$ cat config.mk
export PLATFORM = sky130hd
export DESIGN_NAME = vpu_sram_rd_arbiter
export DESIGN_NICKNAME = d
export VERILOG_FILES = /design/src/rtl/vpu_pkg.sv /design/src/rtl/vpu_rr_arbiter.sv /design/src/rtl/vpu_sram_rd_arbiter.sv
export SDC_FILE = /design/constraint.sdc
export NUM_CORES = 2
export LEC_CHECK = 0
export CORE_AREA = 2 2 737 739
export DETAILED_ROUTE_END_ITERATION = 7
export DIE_AREA = 0 0 739 741
export PLACE_DENSITY_LB_ADDON = 0.08
export RECOVER_POWER = 50
export SYNTH_ARGS = -nofsm -noshare
export SYNTH_HDL_FRONTEND = slang
export SYNTH_SLANG_ARGS = --single-unit
$ cat constraint.sdc
create_clock -name clk -period 58.4 [get_ports clk]
set_input_delay 5.84 -clock clk [delete_from_list [all_inputs] [get_ports clk]]
set_output_delay 5.84 -clock clk [all_outputs]
set_load 0.02 [all_outputs]
$ cat src/rtl/vpu_pkg.sv
// Shared VPU constants and the read-return tag carried alongside bank read data.
// Sizes default the SRAM read arbiter and its return-path shift registers.
package vpu_pkg;
   localparam int SRAM_BANK_CNT       = 4;
   localparam int SRAM_BANK_CNT_LG2   = $clog2(SRAM_BANK_CNT);
   localparam int SRAM_BANK_DEPTH_LG2 = 10;
   localparam int SRAM_DATA_WIDTH     = 256;
   localparam int SRAM_RD_LATENCY     = 1;
   localparam int VPU_SRC_PORT_CNT    = 3;
   localparam int VPU_SRC_PORT_ID_W   = (VPU_SRC_PORT_CNT > 1) ? $clog2(VPU_SRC_PORT_CNT) : 1;

   typedef struct packed {
      logic                         valid;
      logic [VPU_SRC_PORT_ID_W-1:0] req_id;
   } sram_rd_tag_t;
endpackage

$ cat src/rtl/vpu_rr_arbiter.sv
// Round-robin arbiter with burst lock; grant is combinational in the request cycle.
// Unserved requests are not stored: losers simply see gnt=0 until they win.
module vpu_rr_arbiter #(
   parameter int REQ_CNT = 3,
   parameter int ID_W    = 2
) (
   input  logic               clk,
   input  logic               rst,
   input  logic [REQ_CNT-1:0] req,
   input  logic [REQ_CNT-1:0] last,
   output logic [REQ_CNT-1:0] gnt,
   output logic               gnt_vld,
   output logic [ID_W-1:0]    gnt_id
);
   logic [ID_W-1:0] ptr;
   logic [ID_W-1:0] lock_id;
   logic            lock_vld;
   logic [ID_W:0]   scan_idx;

   always_comb begin
      gnt      = '0;
      gnt_vld  = 1'b0;
      gnt_id   = '0;
      scan_idx = '0;
      if (lock_vld) begin
         if (req[lock_id]) begin
            gnt_vld = 1'b1;
            gnt_id  = lock_id;
         end
      end else begin
         for (int i = 0; i < REQ_CNT; i++) begin
            scan_idx = {1'b0, ptr} + (ID_W+1)'(i);
            if (scan_idx >= (ID_W+1)'(REQ_CNT))
               scan_idx = scan_idx - (ID_W+1)'(REQ_CNT);
            if (!gnt_vld && req[scan_idx[ID_W-1:0]]) begin
               gnt_vld = 1'b1;
               gnt_id  = scan_idx[ID_W-1:0];
            end
         end
      end
      gnt[gnt_id] = gnt_vld;
   end

   // The pointer is frozen for the whole burst and only moves on the releasing beat.
   always_ff @(posedge clk or posedge rst) begin
      if (rst) begin
         ptr      <= '0;
         lock_vld <= 1'b0;
         lock_id  <= '0;
      end else if (gnt_vld) begin
         if (last[gnt_id]) begin
            lock_vld <= 1'b0;
            ptr      <= (gnt_id == ID_W'(REQ_CNT-1)) ? '0 : gnt_id + ID_W'(1);
         end else begin
            lock_vld <= 1'b1;
            lock_id  <= gnt_id;
         end
      end
   end
endmodule

$ cat src/rtl/vpu_sram_rd_arbiter.sv
// Per-bank round-robin read arbitration for the operand SRAM; ack same cycle, data 2+RD_LATENCY later.
// No request buffering: a requester holds its request until acked, a locked bank stalls others.
module vpu_sram_rd_arbiter
   import vpu_pkg::*;
#(
   parameter int REQ_CNT        = VPU_SRC_PORT_CNT,
   parameter int BANK_CNT       = SRAM_BANK_CNT,
   parameter int BANK_DEPTH_LG2 = SRAM_BANK_DEPTH_LG2,
   parameter int DATA_WIDTH     = SRAM_DATA_WIDTH,
   parameter int RD_LATENCY     = SRAM_RD_LATENCY
) (
   input  logic                             clk,
   input  logic                             rst,
   input  logic [REQ_CNT-1:0]               req_i,
   input  logic [REQ_CNT*$clog2(BANK_CNT)-1:0] rid_i,
   input  logic [REQ_CNT*BANK_DEPTH_LG2-1:0] addr_i,
   input  logic [REQ_CNT-1:0]               reb_i,
   input  logic [REQ_CNT-1:0]               rlast_i,
   output logic [REQ_CNT-1:0]               ack_o,
   output logic [REQ_CNT-1:0]               rvalid_o,
   output logic [REQ_CNT*DATA_WIDTH-1:0]    rdata_o,
   output logic [BANK_CNT-1:0]              bank_ceb_o,
   output logic [BANK_CNT*BANK_DEPTH_LG2-1:0] bank_addr_o,
   input  logic [BANK_CNT*DATA_WIDTH-1:0]   bank_rdata_i
);
   localparam int BANK_LG2 = $clog2(BANK_CNT);
   localparam int ID_W     = VPU_SRC_PORT_ID_W;

   logic [REQ_CNT-1:0]        cand     [BANK_CNT];
   logic [REQ_CNT-1:0]        bank_gnt [BANK_CNT];
   logic [BANK_CNT-1:0]       gnt_vld;
   logic [ID_W-1:0]           gnt_id   [BANK_CNT];
   logic [BANK_DEPTH_LG2-1:0] gnt_addr [BANK_CNT];
   sram_rd_tag_t              ret_tail [BANK_CNT];
   logic [REQ_CNT-1:0]        ret_vld;
   logic [REQ_CNT*DATA_WIDTH-1:0] ret_dat;

   // Requests are masked during reset so ack_o reads 0 while rst is high.
   always_comb begin
      for (int b = 0; b < BANK_CNT; b++) begin
         for (int r = 0; r < REQ_CNT; r++) begin
            cand[b][r] = !rst && req_i[r] && !reb_i[r] &&
                         (rid_i[r*BANK_LG2 +: BANK_LG2] == BANK_LG2'(b));
         end
      end
   end

   always_comb begin
      ack_o = '0;
      for (int b = 0; b < BANK_CNT; b++) begin
         ack_o       = ack_o | bank_gnt[b];
         gnt_addr[b] = '0;
         for (int r = 0; r < REQ_CNT; r++) begin
            gnt_addr[b] = gnt_addr[b] |
                          ({BANK_DEPTH_LG2{bank_gnt[b][r]}} & addr_i[r*BANK_DEPTH_LG2 +: BANK_DEPTH_LG2]);
         end
      end
   end

   for (genvar g = 0; g < BANK_CNT; g++) begin : g_bank
      sram_rd_tag_t [RD_LATENCY:0] tag_q;

      vpu_rr_arbiter #(
         .REQ_CNT (REQ_CNT),
         .ID_W    (ID_W)
      ) u_arb (
         .clk     (clk),
         .rst     (rst),
         .req     (cand[g]),
         .last    (rlast_i),
         .gnt     (bank_gnt[g]),
         .gnt_vld (gnt_vld[g]),
         .gnt_id  (gnt_id[g])
      );

      // Stage k is live in cycle T+1+k, so the tail lines up with bank_rdata_i.
      always_ff @(posedge clk or posedge rst) begin
         if (rst)
            tag_q <= '0;
         else
            tag_q <= {tag_q[RD_LATENCY-1:0], sram_rd_tag_t'{valid: gnt_vld[g], req_id: gnt_id[g]}};
      end

      assign ret_tail[g] = tag_q[RD_LATENCY];
   end

   always_ff @(posedge clk or posedge rst) begin
      if (rst) begin
         bank_ceb_o  <= '1;
         bank_addr_o <= '0;
      end else begin
         for (int b = 0; b < BANK_CNT; b++) begin
            bank_ceb_o[b] <= !gnt_vld[b];
            if (gnt_vld[b])
               bank_addr_o[b*BANK_DEPTH_LG2 +: BANK_DEPTH_LG2] <= gnt_addr[b];
         end
      end
   end

   // Fixed latency means a requester sees at most one returning bank per cycle.
   always_comb begin
      ret_vld = '0;
      ret_dat = '0;
      for (int b = 0; b < BANK_CNT; b++) begin
         for (int r = 0; r < REQ_CNT; r++) begin
            if (ret_tail[b].valid && ret_tail[b].req_id == ID_W'(r)) begin
               ret_vld[r] = 1'b1;
               ret_dat[r*DATA_WIDTH +: DATA_WIDTH] = bank_rdata_i[b*DATA_WIDTH +: DATA_WIDTH];
            end
         end
      end
   end

   always_ff @(posedge clk or posedge rst) begin
      if (rst) begin
         rvalid_o <= '0;
         rdata_o  <= '0;
      end else begin
         rvalid_o <= ret_vld;
         for (int r = 0; r < REQ_CNT; r++) begin
            if (ret_vld[r])
               rdata_o[r*DATA_WIDTH +: DATA_WIDTH] <= ret_dat[r*DATA_WIDTH +: DATA_WIDTH];
         end
      end
   end
endmodule

# == After elaboration in Yosys (flattened, before gate mapping) ==
# Index checks and enable logic that the tools add are counted.
# totals
input_bits,1071
output_inout_bits,818
elab_cells,374
ff_bits,859
# classes
n_bitwise,31
add_sub_neg,24
n_lt_le_gt_ge,36
reduce_logical,73
muxes,152
n_eq_ne,21
# op_table
cell,count
$mux W256,12
$and A10 B10 Y10,12
$mux W2,48
$or A10 B10 Y10,8
$mux W1,68
$lt A2 B3 Y1 const B,20
$logic_and A1 B1 Y1,42
$bmux W1 S2,20
$eq A2 B2 Y1 const B,14
$ge A3 B2 Y1 const B,8
$sub A2 B2 Y2 const B,12
$logic_not A1 Y1,16
$reduce_and A2 Y1,8
$eq A2 B1 Y1 const B,7
$logic_not A2 Y1,7
$add A2 B1 Y3 const B,4
$add A2 B2 Y3 const B,4
$and A3 B3 Y3,4
$or A3 B3 Y3,3
$add A2 B1 Y2 const B,4
$demux W1 S2,4
$ge A2 B1 Y1 const B,4
$ge A2 B2 Y1 const B,4
$not A1 Y1,4

# == Logic depth before layout (Yosys ltp) ==
# depth
word_depth,24
mapped_depth,12
mapped_depth_nobuf,10

# == Hierarchy ==
# From an unflattened synthesis, not the netlist that was laid out.
# unflattened
cells_unflattened,7271
hier_area_um2,59057.9
# modules_own_cells
module,n_inst,area_per_inst_um2,seq_area_each_um2,cells_per_inst
vpu_sram_rd_arbiter,1,56548.0,21000.1,6984
vpu_rr_arbiter at g_bank[0].u_arb ...,3,605.6,125.1,70
vpu_rr_arbiter at g_bank[3].u_arb,1,693.2,125.1,77

# == Least setup slack after synthesis ==
# OpenSTA, ideal clock, no wires.
# synth_path
kind,input-to-output
start,input port rst
end,output port ack_o[1]
n_path_buf,2
arrival_time_ns,7.806
cell_stages,8
slack_ns,44.754
t_required_ns,52.560
path_cell_list,buf_6 > nor4b_4 > nand2_1 > a32o_1 > a211oi_2 > a211oi_1 > buf_2 > or4_1
# synth_via
elab_chain_cells,24
elab_cells_between_ends,142
classes_between,order compare (8); mux (88); bitwise (7); reduce/logical (39)
# synth_rtl
item,line_no,source
start: declaration,vpu_sram_rd_arbiter.sv:13,"input logic rst,"
$logic_not A1 Y1 (no line) *,-,
$logic_and A1 B1 Y1 (3 in a row),vpu_sram_rd_arbiter.sv:42,cand[b][r] = !rst && req_i[r] && !reb_i[r] &&
$bmux W1 S2,vpu_rr_arbiter.sv:35,if (!gnt_vld && req[scan_idx[ID_W-1:0]]) begin
$mux W1 (not written as such),vpu_rr_arbiter.sv:35,
$mux W1,vpu_rr_arbiter.sv:35,
$mux W1,vpu_rr_arbiter.sv:25,if (lock_vld) begin
$logic_not A1 Y1,vpu_rr_arbiter.sv:35,
$logic_and A1 B1 Y1,vpu_rr_arbiter.sv:35,
[5 not listed],-,
$mux W2,vpu_rr_arbiter.sv:25,
$lt A2 B3 Y1 (not written as such) / $ge A2 B1 Y1 (equally long branches),vpu_rr_arbiter.sv:41,gnt[gnt_id] = gnt_vld;
$logic_and A1 B1 Y1 (not written as such),vpu_rr_arbiter.sv:41,
$mux W1 (not written as such),vpu_rr_arbiter.sv:41,
$demux W1 S2,-,
$and A3 B3 Y3 (no line),-,
$or A3 B3 Y3 (2 in a row),vpu_sram_rd_arbiter.sv:51,ack_o = ack_o | bank_gnt[b];
$or A3 B3 Y3 *,vpu_sram_rd_arbiter.sv:51,
end: declaration,vpu_sram_rd_arbiter.sv:19,"output logic [REQ_CNT-1:0] ack_o,"
# Mark *: on every way between the ends. The rest lies on a longest branch, timed or not. The select of a mux whose other input is x is not followed.

# == Worst setup path in the final report ==
# layout_path
start,input port rst
end,output port ack_o[0]
# The elaborated chain is that of the path after synthesis.

==> summary.md <==
| Metric | Value |
|---|---|
| Hold Crit Class | `flop to flop` |
| Peak Freq | `59.1 MHz` |
| Initial antenna violation count | `349` |
| Via count | `60010` |
| Vias in the first global route | `59198` |
| Least-Margin Pin Slew | `7170 ps` |
| Routability-driven placement congestion ratio | `0.827` |
| Area growth, synth to finish | `64.8%` |
| DR WL/cell | `34.5 um` |
| Flops & latches, synth | `859` |
| Fillers | `61204` |
| Hold path depth | `0` |
| GRT Total Usage | `0.181` |
| Comb power frac | `0.532` |
| Worst Clk Skew | `40.6 ps` |
| Min Tclk post-route | `16920 ps` |
| RSZ-0062 raised after global routing | `false` |
| Final #Nets | `8649` |
| DPL Wire Length | `380 mm` |
| Clock Latency Late Sink | `860 ps` |
| Worst reg2reg path depth | `9` |
| CTS Buf Count | `149` |
| Global-route wire length before repair | `666 mm` |
| Clk network pwr share | `0.203` |
| Yosys warns | `0` |
| Setup crit end kind | `primary output` |
| # resized after CTS | `0` |
| Ports | `1889` |
| Drc violations | `0` |
| Core Region | `540000 um2` |
| Failing checks | `capacitance limit, slew limit` |
| Final WS setup | `41480 ps` |
| Final ANT Viol Nets | `0` |
| Switch share | `0.498` |
| Fin. Hold Viols | `0` |
| Number of library cell types mapped by synthesis | `71` |
| Layout cells sized above 1 | `0.0482` |
| Initial standard-cell utilization of the core | `0.0910` |
| Static leakage | `31.5 nW` |
| DIE AREA | `548000 um2` |
| Pin count of the biggest net entering global routing | `119` |
| Critical Path Fanout Max | `21` |
| Final setup violating endpoints | `0` |
| Internal Power | `2.28 mW` |
| Slew Viols, Final | `660` |
| Max clock buf depth | `4` |
| Setup Crit Path Kind | `primary input to primary output` |
| Drt pass-1 iters | `8` |
| Power Total | `4.54 mW` |
| Syn nets | `7034` |
| Drt total wl | `517 mm` |
| Die Y | `741 um` |
| Initial DRC count | `5439` |
| Primary FF master, synth | `dfrtp_1` |
| Post-CTS setup repair buffer count | `0` |
| Critical path arrival | `11080 ps` |
| Synthesized cell area | `49100 um2` |
| Status | `finished, violations left` |
| Non-Filler Instances | `14974` |
| Power Density | `56.1 nW/um2` |
| Commonest non-fill, non-tap cell in the layout | `nand2_1` |
| Clock Root Buffer | `clkbuf_16` |
| Clock slew at reported path FFs | `50 ps` |
| Clk sink count | `859` |
| Flop pwr share | `0.265` |
| Syn Inst Count | `5954` |
| WHS | `346 ps` |
| Most frequent cells in the layout | `1342 x nand2_1, 1232 x clkdlybuf4s50_1, 1042 x a21oi_1` |
| # placed instances | `14626` |
| H-tree depth | `4` |
| Max-slew headroom | `-3.78` |
| Final critical-path share of the clock period | `0.290` |
| Rows | `270` |
| DR vias/cell | `4.01` |
| Average size of a mapped cell | `8.24 um2` |
| Port buffer count | `1888` |
| DP Worst Slack | `42850 ps` |
| MaxCap Viol Count | `19` |
| Crit start category | `primary input` |
| Async set or reset register ratio after synthesis | `1.00` |
| CTS tree | `built` |
| Setup_tns | `0 ps` |
| Critical Path RT | `52560 ps` |
| Die width | `739 um` |
| Seq/Total Area, Yosys | `0.438` |
| EDFF count, synth | `0` |
| Hold-fix buffers, CTS | `0` |
| VDD IR max | `0.0000289 V` |
| Switching pwr | `2.26 mW` |
| Global route total overflow | `0` |
-- power groups by stage --
stage,Combinational [mW],Clock [mW],Sequential [mW]
after floorplan,0.698,0,1.41
after global routing,2.57,0.981,1.24
after CTS,2.52,0.969,1.22
final,2.41,0.922,1.20
after global placement,2.51,0,1.22
after detailed placement,2.50,0,1.22
-- layer usage --
metal	vias to the layer above	share of wire	global-route usage
li1	25206	-	-
met1	30762	0.43	0.228
met2	3177	0.46	0.295
met3	771	0.091	0.0657
met4	94	0.024	0.0360
met5	-	0.0012	0
-- cell usage after synthesis (all sizes together) (3+ instances only) --
cell type	count	share of area
buf	31	0.0031
and4bb	3	0.00076
inv	43	0.0033
clkbuf	543	0.042
mux2i	259	0.053
and2	6	0.00076
nor3b	3	0.00046
o211ai	259	0.040
nor2	561	0.043
or2	4	0.00051
or4	6	0.00092
a221o	4	0.00082
a221oi	516	0.092
nand3	15	0.0015
o31a	4	0.00071
nand2b	7	0.00089
nor2b	4	0.00051
a22oi	287	0.044
dfrtp	855	0.44
a22o	5	0.00089
a31o	3	0.00054
nand3b	4	0.00069
and3b	3	0.00054
o21ai	26	0.0027
o22ai	3	0.00038
dfstp	4	0.0021
a211oi	5	0.00087
nor3	5	0.00051
a222oi	13	0.0027
a31oi	38	0.0048
a21oi	1044	0.11
ha	9	0.0023
nand2	1343	0.10
nor4b	3	0.0015
a21o	4	0.00061
-- worst max-delay path, stage by stage --
cell and delay [ps]:
dlygate4sd3_1 690, nor4b_1 1680, nand2_1 310, a32o_1 370, a211oi_2 160, a211oi_2 90
clkbuf_1 470, or3_4 640, nand2_1 180, clkdlybuf4s50_1 640
-- logic make-up (layout without fill, tap and decap cells) --
kind of cell,after synthesis,after routing,synth area share
multiplexers,261,261,0.0533
adder cells (fa/ha/maj),10,10,0.00252
flip-flops,859,859,0.438
AO/OA/AOI/OAI,2229,2229,0.301
buffers and inverters,617,2336,0.0480
other,0,93,0
AND/OR/NAND/NOR,1978,1978,0.157
-- stage by stage --
step | util | instance area [um2]
2_1_floorplan | - | 49100
3_3_place_gp | 0.141 | 76100
3_5_place_dp | 0.141 | 76100
4_1_cts | 0.150 | 80800
5_1_grt | 0.150 | 80700
6_report | 0.150 | 80900
-- layout make-up --
class / count / area (um2) / share of cell area
Multi-Input combinational cell: 4478 / 25300 / 0.312
Sequential cell: 859 / 21500 / 0.266
Timing Repair Buffer: 2038 / 20000 / 0.248
Tap cell: 7208 / 9020 / 0.112
Clock buffer: 241 / 4500 / 0.0556
Antenna cell: 93 / 233 / 0.00288
Clock inverter: 14 / 178 / 0.00220
Inverter: 43 / 163 / 0.00201
-- path summary, 6_finish.rpt --
path | slack [ps] | to | start
hold / removal | 350 | g_bank[2].tag_q[4] | g_bank[2].tag_q[1]
min in group asynchronous | 7300 | rdata_o[130] | rst
setup / recovery | 41480 | ack_o[0] | rst
hold reg to reg | 350 | g_bank[2].tag_q[4] | g_bank[2].tag_q[1]
setup reg to reg | 43910 | rdata_o[229] | g_bank[1].tag_q[5]
max in group asynchronous | 43340 | rdata_o[258] | rst
-- state kept, by name, summed over array words and instances, names as in the netlist --
register,flops
bank_addr_o,40
bank_ceb_o,4
g_bank.tag_q,24
g_bank.u_arb.lock_id,8
g_bank.u_arb.lock_vld,4
g_bank.u_arb.ptr,8
rdata_o,768
rvalid_o,3
Note: power is estimated with default switching activity, not from simulation.
